File: config.mk
export PLATFORM = sky130hd
export DESIGN_NAME = pipeline_ctrl
export DESIGN_NICKNAME = d
export VERILOG_FILES = /design/src/rtl/pipeline_ctrl.sv
export SDC_FILE = /design/constraint.sdc
export NUM_CORES = 1
export LEC_CHECK = 0
export BUFFER_PORTS_ARGS = -buffer_cell sky130_fd_sc_hd__buf_2
export CELL_PAD_IN_SITES_DETAIL_PLACEMENT = 0
export CELL_PAD_IN_SITES_GLOBAL_PLACEMENT = 2
export CORE_MARGIN = 4
export CORE_UTILIZATION = 30
export DETAILED_ROUTE_END_ITERATION = 10
export GPL_TIMING_DRIVEN = 0
export PLACE_DENSITY = 0.9
export SLEW_MARGIN = 20
export SYNTH_ARGS = -nofsm -noshare
export SYNTH_HDL_FRONTEND = slang
export SYNTH_SLANG_ARGS = --single-unit
File: constraint.sdc
create_clock -name clock -period 4.68 [get_ports clock]
set_clock_uncertainty 0.2 [all_clocks]
set_input_delay 0.468 -clock clock [delete_from_list [all_inputs] [get_ports clock]]
set_output_delay 0.468 -clock clock [all_outputs]
set_load 0.005 [all_outputs]
File: src/rtl/pipeline_ctrl.sv
// Hazard and sequencing controller for a 5-stage RISC-V pipeline.
// Generates stage-register enables/flushes, EX operand forwarding selects,
// the data-memory wait handshake, a post-reset hold window, a wait timeout
// and a stall performance counter.
module pipeline_ctrl #(
    parameter int unsigned INIT_CYCLES  = 4,
    parameter int unsigned WAIT_TIMEOUT = 255,
    parameter int unsigned CNT_W        = 32
) (
    input  logic             clock,
    input  logic             reset,
    input  logic [4:0]       id_rs1,
    input  logic [4:0]       id_rs2,
    input  logic             id_use_rs1,
    input  logic             id_use_rs2,
    input  logic [4:0]       ex_rs1,
    input  logic [4:0]       ex_rs2,
    input  logic [4:0]       ex_rd,
    input  logic             ex_memread,
    input  logic             ex_branch_taken,
    input  logic [4:0]       mem_rd,
    input  logic             mem_regwrite,
    input  logic             mem_access,
    input  logic             dmem_ready,
    input  logic [4:0]       wb_rd,
    input  logic             wb_regwrite,
    output logic             pc_en,
    output logic             if_id_en,
    output logic             id_ex_en,
    output logic             ex_mem_en,
    output logic             if_id_flush,
    output logic             id_ex_flush,
    output logic             mem_wb_bubble,
    output logic             dmem_req,
    output logic [1:0]       fwd_a,
    output logic [1:0]       fwd_b,
    output logic             timeout_err,
    output logic [CNT_W-1:0] stall_count
);

    localparam int unsigned INIT_W = 4;
    localparam int unsigned WAIT_W = 8;
    localparam logic [INIT_W-1:0] INIT_LAST = INIT_W'(INIT_CYCLES - 1);
    localparam logic [WAIT_W-1:0] WAIT_LAST = WAIT_W'(WAIT_TIMEOUT - 1);

    typedef enum logic [1:0] {
        ST_INIT     = 2'd0,
        ST_RUN      = 2'd1,
        ST_MEM_WAIT = 2'd2
    } state_t;

    state_t             state_q, state_d;
    logic [INIT_W-1:0]  init_cnt_q, init_cnt_d;
    logic [WAIT_W-1:0]  wait_cnt_q, wait_cnt_d;
    logic               timeout_set;
    logic               advance;
    logic               load_use;

    // Forwarding select for one EX operand; MEM result wins over WB result.
    function automatic logic [1:0] fwd_sel(
        input logic [4:0] rs,
        input logic       m_we,
        input logic [4:0] m_rd,
        input logic       w_we,
        input logic [4:0] w_rd
    );
        logic [1:0] sel;
        sel = 2'b00;
        if (m_we && (m_rd != 5'd0) && (m_rd == rs)) begin
            sel = 2'b10;
        end else if (w_we && (w_rd != 5'd0) && (w_rd == rs)) begin
            sel = 2'b01;
        end
        return sel;
    endfunction

    // Load in EX whose destination is read by the instruction in ID.
    always_comb begin
        load_use = ex_memread && (ex_rd != 5'd0) &&
                   (((ex_rd == id_rs1) && id_use_rs1) ||
                    ((ex_rd == id_rs2) && id_use_rs2));
    end

    // Next-state, counters and all pipeline control outputs.
    always_comb begin
        state_d       = state_q;
        init_cnt_d    = init_cnt_q;
        wait_cnt_d    = wait_cnt_q;
        timeout_set   = 1'b0;
        advance       = 1'b0;
        pc_en         = 1'b0;
        if_id_en      = 1'b0;
        id_ex_en      = 1'b0;
        ex_mem_en     = 1'b0;
        if_id_flush   = 1'b0;
        id_ex_flush   = 1'b0;
        mem_wb_bubble = 1'b1;
        dmem_req      = 1'b0;
        fwd_a         = fwd_sel(ex_rs1, mem_regwrite, mem_rd, wb_regwrite, wb_rd);
        fwd_b         = fwd_sel(ex_rs2, mem_regwrite, mem_rd, wb_regwrite, wb_rd);

        case (state_q)
            ST_INIT: begin
                if_id_flush = 1'b1;
                id_ex_flush = 1'b1;
                if (init_cnt_q == INIT_LAST) begin
                    state_d    = ST_RUN;
                    init_cnt_d = '0;
                end else begin
                    init_cnt_d = init_cnt_q + INIT_W'(1);
                end
            end
            ST_RUN: begin
                dmem_req   = mem_access;
                wait_cnt_d = '0;
                if (mem_access && !dmem_ready) begin
                    state_d = ST_MEM_WAIT;
                end else begin
                    advance = 1'b1;
                end
            end
            ST_MEM_WAIT: begin
                dmem_req = mem_access;
                if (dmem_ready || (wait_cnt_q == WAIT_LAST)) begin
                    advance     = 1'b1;
                    wait_cnt_d  = '0;
                    state_d     = ST_RUN;
                    timeout_set = !dmem_ready;
                end else begin
                    wait_cnt_d = wait_cnt_q + WAIT_W'(1);
                end
            end
            default: begin
                state_d = ST_INIT;
            end
        endcase

        // Normal flow: a taken branch squashes ID, so it masks load-use.
        if (advance) begin
            mem_wb_bubble = 1'b0;
            if (ex_branch_taken) begin
                pc_en       = 1'b1;
                if_id_en    = 1'b1;
                id_ex_en    = 1'b1;
                ex_mem_en   = 1'b1;
                if_id_flush = 1'b1;
                id_ex_flush = 1'b1;
            end else if (load_use) begin
                id_ex_en    = 1'b1;
                ex_mem_en   = 1'b1;
                id_ex_flush = 1'b1;
            end else begin
                pc_en       = 1'b1;
                if_id_en    = 1'b1;
                id_ex_en    = 1'b1;
                ex_mem_en   = 1'b1;
            end
        end

        // Reset overrides every control output immediately.
        if (!reset) begin
            pc_en         = 1'b0;
            if_id_en      = 1'b0;
            id_ex_en      = 1'b0;
            ex_mem_en     = 1'b0;
            if_id_flush   = 1'b0;
            id_ex_flush   = 1'b0;
            mem_wb_bubble = 1'b1;
            dmem_req      = 1'b0;
            fwd_a         = 2'b00;
            fwd_b         = 2'b00;
        end
    end

    // State and counter registers.
    always_ff @(posedge clock or negedge reset) begin
        if (!reset) begin
            state_q    <= ST_INIT;
            init_cnt_q <= '0;
            wait_cnt_q <= '0;
        end else begin
            state_q    <= state_d;
            init_cnt_q <= init_cnt_d;
            wait_cnt_q <= wait_cnt_d;
        end
    end

    // Sticky timeout flag and saturating stall counter.
    always_ff @(posedge clock or negedge reset) begin
        if (!reset) begin
            timeout_err <= 1'b0;
            stall_count <= '0;
        end else begin
            if (timeout_set) begin
                timeout_err <= 1'b1;
            end
            if ((state_q != ST_INIT) && !pc_en && (stall_count != '1)) begin
                stall_count <= stall_count + CNT_W'(1);
            end
        end
    end

endmodule

# ---- After elaboration in Yosys (flattened, before gate mapping)
# Index checks and enable logic that the tools add are counted.
dict set report totals {
  regBits 47
  input_bits 45
  wordCells 83
}
dict set report op_classes {
  addsub 3
  n_eq_ne 14
  muxes 36
  reduce_logical 25
}
# cell n
set op_table {}
lappend op_table {{$add 32x1->32 const B} 1}
lappend op_table {{$ne 32x32->1 const B} 1}
lappend op_table {{$eq 5x5->1} 6}
lappend op_table {{$mux 1} 24}
lappend op_table {{$pmux 8 s2} 1}
lappend op_table {{$reduce_bool 5->1} 3}
lappend op_table {{$mux 2} 7}
lappend op_table {{$logic_and 1x1->1} 13}
lappend op_table {{$add 8x1->8 const B} 1}
lappend op_table {{$eq 8x8->1 const B} 1}
lappend op_table {{$mux 8} 1}
lappend op_table {{$ne 2x2->1 const B} 3}
lappend op_table {{$pmux 2 s3} 1}
lappend op_table {{$add 4x1->4 const B} 1}
lappend op_table {{$eq 4x2->1 const B} 1}
lappend op_table {{$mux 4} 1}
lappend op_table {{$reduce_bool 2->1} 2}
lappend op_table {{$reduce_and 3->1} 1}
lappend op_table {{$eq 2x1->1 const B} 1}
lappend op_table {{$eq 2x2->1 const B} 1}
lappend op_table {{$logic_not 1->1} 2}
lappend op_table {{$logic_not 2->1} 1}
lappend op_table {{$logic_or 1x1->1} 2}
lappend op_table {{$pmux 1 s2} 1}
lappend op_table {{$reduce_or 2->1} 1}

# ---- Longest topological paths before layout
# Gate-level depths: netlist of run 1.
dict set report logic_depth {
  depth_word 11
  mapped_depth 9
  depth_no_buf 8
}

# ---- Least setup slack after synthesis of run 1
# Ideal clock, no wire load.
dict set report synth_timing {
  path_kind {reg-to-output}
  start {reg state_q[1]}
  end {out pc_en}
  t_arrival_ns 1.770
  required_time_ns 4.012
  slack_ns 2.242
  stages_incl_launch_ff 9
  path_buffers 3
  path_cell_list {dfrtp_1 > inv_1 > ha_1 > clkbuf_1 > and2_1 > o221a_1 > a21boi_4 > buf_6 > buf_4}
}
dict set report synth_between {
  elab_chain_cells 4
}
# item line_no
set synth_rtl {}
lappend synth_rtl {{start: declaration} 52} ;# state_t state_q, state_d;
lappend synth_rtl {{start signal: assignment} 182} ;# state_q <= state_d;
lappend synth_rtl {{$eq 2x2->1 / $eq 2x1->1 (equally long branches)} 102} ;# case (state_q)
lappend synth_rtl {{$pmux 1 s2 *} 102}
lappend synth_rtl {{$mux 1 * (2 in a row)} n/a}
lappend synth_rtl {{end: declaration} 27} ;# output logic pc_en,
# Every way passes the cells marked *; elsewhere a longest branch is shown, timed or not.

# ---- Worst setup path in the final report of run 1
dict set report layout_timing {
  start {reg state_q[1]}
  end {out pc_en}
}
dict set report layout_between {
  elab_chain_cells 4
}
# item line_no
set layout_rtl {}
lappend layout_rtl {{$eq 2x2->1 / $eq 2x1->1 (equally long branches)} 102}
lappend layout_rtl {{$pmux 1 s2 *} 102}
lappend layout_rtl {{$mux 1 *} 139} ;# if (advance) begin
lappend layout_rtl {{$mux 1 *} 161} ;# if (!reset) begin
# Marked as above.

==> results of run 1 <==
sequential cells by signal, indices dropped and copies added (netlist names):
| register | flops |
|---|---|
| state_q | 2 |
| timeout_err | 1 |
| init_cnt_q | 4 |
| wait_cnt_q | 8 |
| stall_count | 32 |
kinds of logic after synthesis:
| kind of cell | share of synthesized area [%] |
|---|---|
| simple gates | 24.8 |
| compound gates | 6.81 |
| buf+inv | 4.42 |
| mux | 1.96 |
| fa+ha+maj | 2.98 |
| xor+xnor | 19.1 |
| flops | 40.0 |
synthesized netlist by cell type (4+ instances only):
master	n	share of area, %
nand4_1	14	3.0
a21oi_1	4	0.68
and3_1	7	1.5
nor3b_1	4	1.0
nor3_1	15	2.6
xor2_1	44	13
clkbuf_1	4	0.51
ha_1	7	3.0
nand3_1	23	3.9
or4_1	5	1.3
nand2_1	19	2.4
o21ai_0	8	1.4
dfrtp_1	47	40
inv_1	9	1.1
buf_6	5	1.9
nor4_1	12	2.6
xnor2_1	20	6.0
nor2_1	10	1.3
worst min path at each step:
| stage | depth (start not counted) | startpoint | slack [ps] | end |
|---|---|---|---|---|
| floorplan | 0 | reset | -30 | init_cnt_q[0] |
| global placement | 1 | timeout_err | 260 | timeout_err |
| detailed placement | 1 | timeout_err | 260 | timeout_err |
| CTS | 1 | reset | 10 | stall_count[26] |
| global route | 1 | reset | 30 | stall_count[26] |
| finish | 1 | reset | -20 | stall_count[26] |
per-layer routing:
metal | up-vias | global-route usage [%]
met5 | - | 0
met4 | 0 | 2.83
met3 | 12 | 2.71
met2 | 55 | 20.9
met1 | 1206 | 17.4
li1 | 1256 | -
power by group:
group	internal (mW)	switching, mW
Sequential	0.511	0.129
Combinational	0.346	0.433
Clock	0.121	0.145
Total	0.978	0.706
cell type report:
cell class | count | area [um^2] | area share (%)
clock buffers | 6 | 82.6 | 2.26
inverters | 9 | 33.8 | 0.926
multi-input cells | 229 | 1640 | 44.8
flip-flops and latches | 47 | 1180 | 32.2
clock inverters | 2 | 16.3 | 0.446
repair buffers | 89 | 448 | 12.3
well taps | 129 | 161 | 4.42
plain buffers | 13 | 96.3 | 2.64
stage by stage:
stage / setup WS, ps / hold slack (ps) / instance area, um^2 / std cells / power, mW
after floorplan: 2240 / -27.6 / 2940 / 298 / 1.15
after global placement: 1350 / 258 / 3550 / 516 / 1.42
after detailed placement: 1750 / 261 / 3550 / 516 / 1.44
after CTS: 1460 / 11.5 / 3650 / 524 / 1.71
after global routing: 1290 / 30.5 / 3650 / 524 / 1.83
final: 1510 / -15.6 / 3650 / 524 / 1.68
==> flow_summary.toml, run 1 <==
[run_status]
violations = "negative hold slack"
status = "finished, violations left"

[critical_path]
r2r_start = "state_q[1]"
cp_data_arrival_time_ps = 2500
crit_type = "reg2out"
critPathLaunchType = "flop"
r2r_slack_ps = 2120
cpMaxStageDelayCell = "dfrtp_1"
crit_chain = "inv_1, ha_1, clkbuf_1, and2_1, o221a_1, a21boi_4, buf_6, buf_4, buf_2"
r2r_end = "stall_count[12]"
worstRegToRegCells = 9
slowest_delay_ps = 380
cp-startpoint = "state_q[1]"
crit_fanout = 11
end_kind = "output pin"
critPathTopFamily = "buffers and inverters"
cp.required_ps = 4010
worstSetupEndpoint = "pc_en"
crit_buf_inv = 5
crit_cells = 9

[placement]
placement.io_buffers = 89
hpwl_um = 5470
globalplace.congestion = 0.785

[cts]
post_cts_buffers = 0
cts_resized = 0
clockBufferDepth = 2
cts_buffers = 5
htreeDepth = 2
cts_tree = "yes"
cts_hold_buf = 0
clock-root-buffer = "clkbuf_8"
path_clk_slew_ps = 100
cts.sinks = 47
clkLatencyLatePin_ps = 300

[synth]
synth-edff-count = 0
synth_seq_cells = 47
yosysSeqAreaShare_pct = 40.0
syn_area_um2 = 2940
yosysWarningCount = 0
syn_inst = 298
syn_area_per_cell_um2 = 9.87
synth_flop_cell = "dfrtp_1"
async_flop_share_pct = 100
yosys.cell_types.count = 47
syn_nets = 350

[timing]
slew_headroom_pct = 55.9
hold_ws_ps = -15.6
finalHoldViolations = 17
rsz0062_at_grt = "no"
drv_slew = 0
fmax_mhz = 316
layout_min_cycle_time_ps = 3170
tightest_slew_ps = 661
setup_viol = 0
fin_tns_setup_ps = 0
post-route-period-util_pct = 67.7

[grt]
antenna_found_initial = 0
grt_start_max_net_pins = 55
overflow = 0
grt_pass1_vias = 2509
grt_pass1_wl_um = 12200
track_usage_pct = 12.8

[final_layout]
layout.nets = 446
final_util_pct = 38.9
syn_to_final_growth_pct = 24.1
mostFrequentLayoutCells = "buf_2, dfrtp_1, xor2_1, nand3_1, xnor2_1"
n_antenna_cell = 0
nFillCells = 947
drive_gt1_share_pct = 30.6
final_common_cell = "buf_2"

[detailed_routing]
routed-wl-met3_um = 347
drc = 0
drtPass1Iterations = 4
ant_nets = 0
top_layer_used = "met4"
met1Wirelength_um = 3300
routed_wl_um = 7120
viasPerCell = 4.83
drtIter0Drc = 92
dr_total_vias = 2529
wl_met2_um = 3390
wl_per_cell_um = 13.6

[die]
die_height_um = 107
io_pins = 90
dieArea_um2 = 11500
start_util_pct = 31.4
coreArea_um2 = 9370
row_count = 35
die_w_um = 107

[flow_run]
maxCapViolations = 0

[power_and_ir_drop]
irDropWorstVdd_uv = 186
power.leakage_nw = 1.52
powerDensity_nw_per_um2 = 461

[hold_path]
hp-class = "in2async"
(Power assumes the default switching activity.)
==> run 2: changes to the inputs <==
- CORE_UTILIZATION: 30 -> 28
- PLACE_DENSITY: 0.9 -> 0.88
- clock period: 4.68 -> 2.7 ns (I/O delays scaled with it)
==> run 2 against run 1 <==
Effect of this change: the run now ends clean; cell area up 2.3%; highest routed layer unchanged; first-iteration DRC count down 36%; clock power up 91%; die area up 6.6%; utilization down 2.6 points; register-to-register slack worse by 1800 ps; setup slack worse by 1400 ps; largest power group unchanged.
==> flow_summary.toml, run 2 (synthesis results as in run 1) <==
[flow_run]
maxCapViolations = 0

[power_and_ir_drop]
power.leakage_nw = 1.55
seqPwrFrac_pct = 36.9
powerDensity_nw_per_um2 = 806
p_int_mw = 1.80
power_frac_comb_pct = 46.3
p_switching_mw = 1.21
swShare_pct = 40.3
irDropWorstVdd_uv = 303
finalPower_mw = 3.01
clkPwrFrac_pct = 16.8

[critical_path]
r2r_slack_ps = 300
cp.required_ps = 2230
crit_fanout = 11
worstRegToRegCells = 10
crit_type = "reg2out"
cp_data_arrival_time_ps = 2100
end_kind = "output pin"
r2r_end = "stall_count[23]"
critPathLaunchType = "flop"
r2r_start = "wait_cnt_q[0]"

[run_status]
status = "completed"

[timing]
drv_slew = 0
layout_min_cycle_time_ps = 2570
worst_slack_ps = 135
tightest_slew_ps = 659
rsz0062_at_grt = "no"
fmax_mhz = 390
slew_headroom_pct = 55.9
post-route-period-util_pct = 95.0
setup_viol = 0
fin_tns_setup_ps = 0
finalHoldViolations = 0

[detailed_routing]
routed_wl_um = 7290
drtPass1Iterations = 4
dr_total_vias = 2517
viasPerCell = 4.72
drc = 0
wl_per_cell_um = 13.7
ant_nets = 0
drtIter0Drc = 59

[final_layout]
regArea_um2 = 1180
n_antenna_cell = 0
syn_to_final_growth_pct = 26.9
layout.nets = 449
nFillCells = 1082
drive_gt1_share_pct = 31.7
stdcell_count = 533
reg_top3 = "stall_count: 32 flops, wait_cnt_q: 8 flops, init_cnt_q: 4 flops"
largest_reg_flops = 32
multi_input_area_um2 = 1650
largest_register = "stall_count"
final_common_cell = "buf_2"
mostFrequentLayoutCells = "buf_2, dfrtp_1, xor2_1, nand3_1, xnor2_1"
design_area_um2 = 3730

[die]
coreArea_um2 = 10300
row_count = 37
start_util_pct = 28.6
io_pins = 90
dieArea_um2 = 12200
die_height_um = 110
die_w_um = 110

[cts]
clkLatencyLatePin_ps = 300
path_clk_slew_ps = 80
cts_tree = "yes"
htreeDepth = 2
clock-root-buffer = "clkbuf_8"
cts_buffers = 5
clockBufferDepth = 2
cts.sinks = 47

[placement]
dpl_cell_area_um2 = 3560
hpwl_um = 5520
placement.io_buffers = 89
pre_cts_ws_ps = 67.3
globalplace.congestion = 0.773
place_inst = 523

[hold_path]
min_path_cells = 3
worstHoldStart = "dmem_ready"
hold_end = "timeout_err"
hp-class = "in2reg"

[grt]
grt_start_max_net_pins = 48
track_usage_pct = 11.9
grt_pass1_vias = 2516
grt_pass1_wl_um = 12400
overflow = 0
antenna_found_initial = 0
run 2: cell type report:
| cell class | count | area share, % |
|---|---|---|
| plain buffers | 12 | 2.48 |
| clock buffers | 5 | 1.84 |
| clock inverters | 2 | 1.01 |
| inverters | 9 | 0.905 |
| multi-input cells | 229 | 44.3 |
| flip-flops and latches | 47 | 31.5 |
| well taps | 136 | 4.56 |
| repair buffers | 93 | 13.4 |
run 2: power groups by stage:
stage | clock network (mW) | logic [mW] | registers [mW]
after floorplan | 0 | 0.904 | 1.09
after global placement | 0 | 1.34 | 1.12
after detailed placement | 0 | 1.36 | 1.13
after CTS | 0.526 | 1.39 | 1.11
after global routing | 0.557 | 1.56 | 1.15
final | 0.505 | 1.39 | 1.11
run 2: worst max-delay path by stage:
stage / start / end / cells after the start
finish: wait_cnt_q[0] / pc_en / 9
floorplan: state_q[1] / pc_en / 8
global route: state_q[1] / pc_en / 9
CTS: wait_cnt_q[0] / pc_en / 9
global placement: reset / pc_en / 7
detailed placement: state_q[1] / pc_en / 9
run 2: repair_timing:
item                       4_1_cts  5_1_grt
hold endpoints to repair        47        0
buffers inserted                 1        1
gates resized for setup          1        4
pin swaps                        0        1
setup endpoints to repair        2        2
hold buffers                     2        0
run 2: routing by layer:
layer	global-route usage (%)	part of all wire, %
met5	0	0
met4	1.48	0.38
met3	2.63	4.5
met2	19.3	48
met1	16.6	47
run 2: metrics by stage:
| step | hold WS [ps] | util (%) |
|---|---|---|
| finish | 168 | 36.3 |
| CTS | 138 | 36.1 |
| global placement | 254 | 34.6 |
| global route | 168 | 36.3 |
| detailed placement | 159 | 34.6 |
| floorplan | -226 | - |
run 2: worst max-delay path, stage by stage, from the launching register on:
cell	delay [ps]
dfrtp_1	410
inv_1	100
ha_1	150
nand4_1	140
nor2_2	170
o221a_1	230
a21boi_4	230
buf_6	170
buf_4	110
buf_2	90
==> run 3: changes to the inputs <==
- CORE_UTILIZATION: 28 -> 30
- PLACE_DENSITY: 0.88 -> 0.9
- SLEW_MARGIN: 20 -> default
- clock period: 2.7 -> 3.2 ns (I/O delays scaled with it)
==> run 3 against run 2 <==
Effect of this change: register-to-register slack improved by 480 ps; first-iteration DRC count rose by 42%; total power fell by 18%; hold slack improved by 32 ps; setup slack improved by 230 ps; routed wire length fell by 1.1%; cell area fell by 1.3%; flip-flop and latch count did not move; combinational power fell by 18%; sequential share of layout area rose by 0.43 points.
==> flow_summary.toml, run 3 (synthesis results as in run 1) <==
[final_layout]
drive_gt1_share_pct = 30.8
stdcell_count = 525
layout.nets = 447
regArea_um2 = 1180
mostFrequentLayoutCells = "buf_2, dfrtp_1, xor2_1, nand3_1, xnor2_1"
final_util_pct = 39.3
multi_input_area_um2 = 1640
nFillCells = 937
n_antenna_cell = 0
largest_register = "stall_count"
final_common_cell = "buf_2"
reg_top3 = "stall_count: 32 flops, wait_cnt_q: 8 flops, init_cnt_q: 4 flops"
syn_to_final_growth_pct = 25.2
largest_reg_flops = 32

[timing]
finalHoldViolations = 0
slew_headroom_pct = 56.1
post-route-period-util_pct = 88.7
fmax_mhz = 352
worst_slack_ps = 360
drv_slew = 0
tightest_slew_ps = 656
setup_viol = 0
layout_min_cycle_time_ps = 2840
rsz0062_at_grt = "no"
fin_tns_setup_ps = 0

[die]
row_count = 35
die_height_um = 107
start_util_pct = 31.4
io_pins = 90
coreArea_um2 = 9370
die_w_um = 107
dieArea_um2 = 11500

[hold_path]
min_path_cells = 3
hp-class = "in2reg"

[grt]
overflow = 0
antenna_found_initial = 0
grt_start_max_net_pins = 55
grt_pass1_vias = 2504
track_usage_pct = 12.8
grt_pass1_wl_um = 12100

[detailed_routing]
ant_nets = 0
dr_total_vias = 2535
routed_wl_um = 7210
drtIter0Drc = 84
wl_per_cell_um = 13.7
drc = 0
viasPerCell = 4.83
drtPass1Iterations = 4

[run_status]
status = "completed"

[critical_path]
worstSetupEndpoint = "pc_en"
cp.required_ps = 2680
r2r_slack_ps = 780
r2r_end = "stall_count[12]"
crit_type = "reg2out"
r2r_start = "state_q[0]"
cp_data_arrival_time_ps = 2320
critPathLaunchType = "flop"
end_kind = "output pin"
crit_fanout = 11
cp-startpoint = "state_q[1]"
worstRegToRegCells = 8

[power_and_ir_drop]
p_switching_mw = 1.02
p_int_mw = 1.44
swShare_pct = 41.6
finalPower_mw = 2.46
clkPwrFrac_pct = 15.6
power.leakage_nw = 1.53
seqPwrFrac_pct = 38.1
irDropWorstVdd_uv = 267
powerDensity_nw_per_um2 = 668
power_frac_comb_pct = 46.3

[cts]
path_clk_slew_ps = 80
post_cts_buffers = 0
htreeDepth = 2
clock-root-buffer = "clkbuf_8"
cts_buffers = 5
cts_tree = "yes"
clockBufferDepth = 2
clkLatencyLatePin_ps = 300
cts.sinks = 47

[placement]
place_inst = 516
pre_cts_ws_ps = 182
globalplace.congestion = 0.785
placement.io_buffers = 89
hpwl_um = 5490

[flow_run]
maxCapViolations = 0
-- run 3: metal layers --
layer,up-vias,track usage [%],part of all wire [%]
met5,-,0,0
met4,0,2.19,0.24
met3,2,2.47,4.1
met2,47,21.4,49
met1,1232,17.3,47
li1,1254,-,-
-- run 3: area by class of cell --
type | instances | share of cell area [%]
Timing Repair Buffer | 91 | 13.2
Multi-Input combinational cell | 229 | 44.4
Clock inverter | 2 | 0.442
Clock buffer | 6 | 2.24
Inverter | 9 | 0.917
Tap cell | 129 | 4.38
Buffer | 12 | 2.51
Sequential cell | 47 | 31.9
-- run 3: what timing repair did --
item                                    in CTS  in global routing
gates resized for setup                      0                  1
endpoints found under the hold margin        0                 47
endpoints found under the setup margin       0                  1
hold buffers                                 0                  2
-- run 3: worst min path at each step --
stage,start,endpoint,slack (ps)
6_report,dmem_ready,timeout_err,200
5_1_grt,dmem_ready,timeout_err,200
4_1_cts,reset,stall_count[26],80
3_5_place_dp,timeout_err,timeout_err,250
3_3_place_gp,timeout_err,timeout_err,260
2_1_floorplan,reset,init_cnt_q[0],-180
-- run 3: power groups by stage --
stage / clock network [mW] / logic [mW] / registers (mW)
floorplan: 0 / 0.763 / 0.923
global placement: 0 / 1.14 / 0.944
detailed placement: 0 / 1.15 / 0.952
CTS: 0.401 / 1.16 / 0.940
global route: 0.428 / 1.29 / 0.973
finish: 0.383 / 1.14 / 0.936
-- run 3: metrics by stage --
| stage | hold slack [ps] | instance area (um^2) |
|---|---|---|
| 2_1_floorplan | -176 | 2940 |
| 3_3_place_gp | 258 | 3550 |
| 3_5_place_dp | 255 | 3550 |
| 4_1_cts | 80.5 | 3650 |
| 5_1_grt | 202 | 3680 |
| 6_report | 199 | 3680 |
-- run 3: critical path, stage by stage, from the launching register on --
cell and delay [ps]:
dfrtp_1 380, inv_1 70, ha_1 450, and2_1 170, o221a_1 250, a21boi_4 310
buf_6 190, buf_4 110, buf_2 90
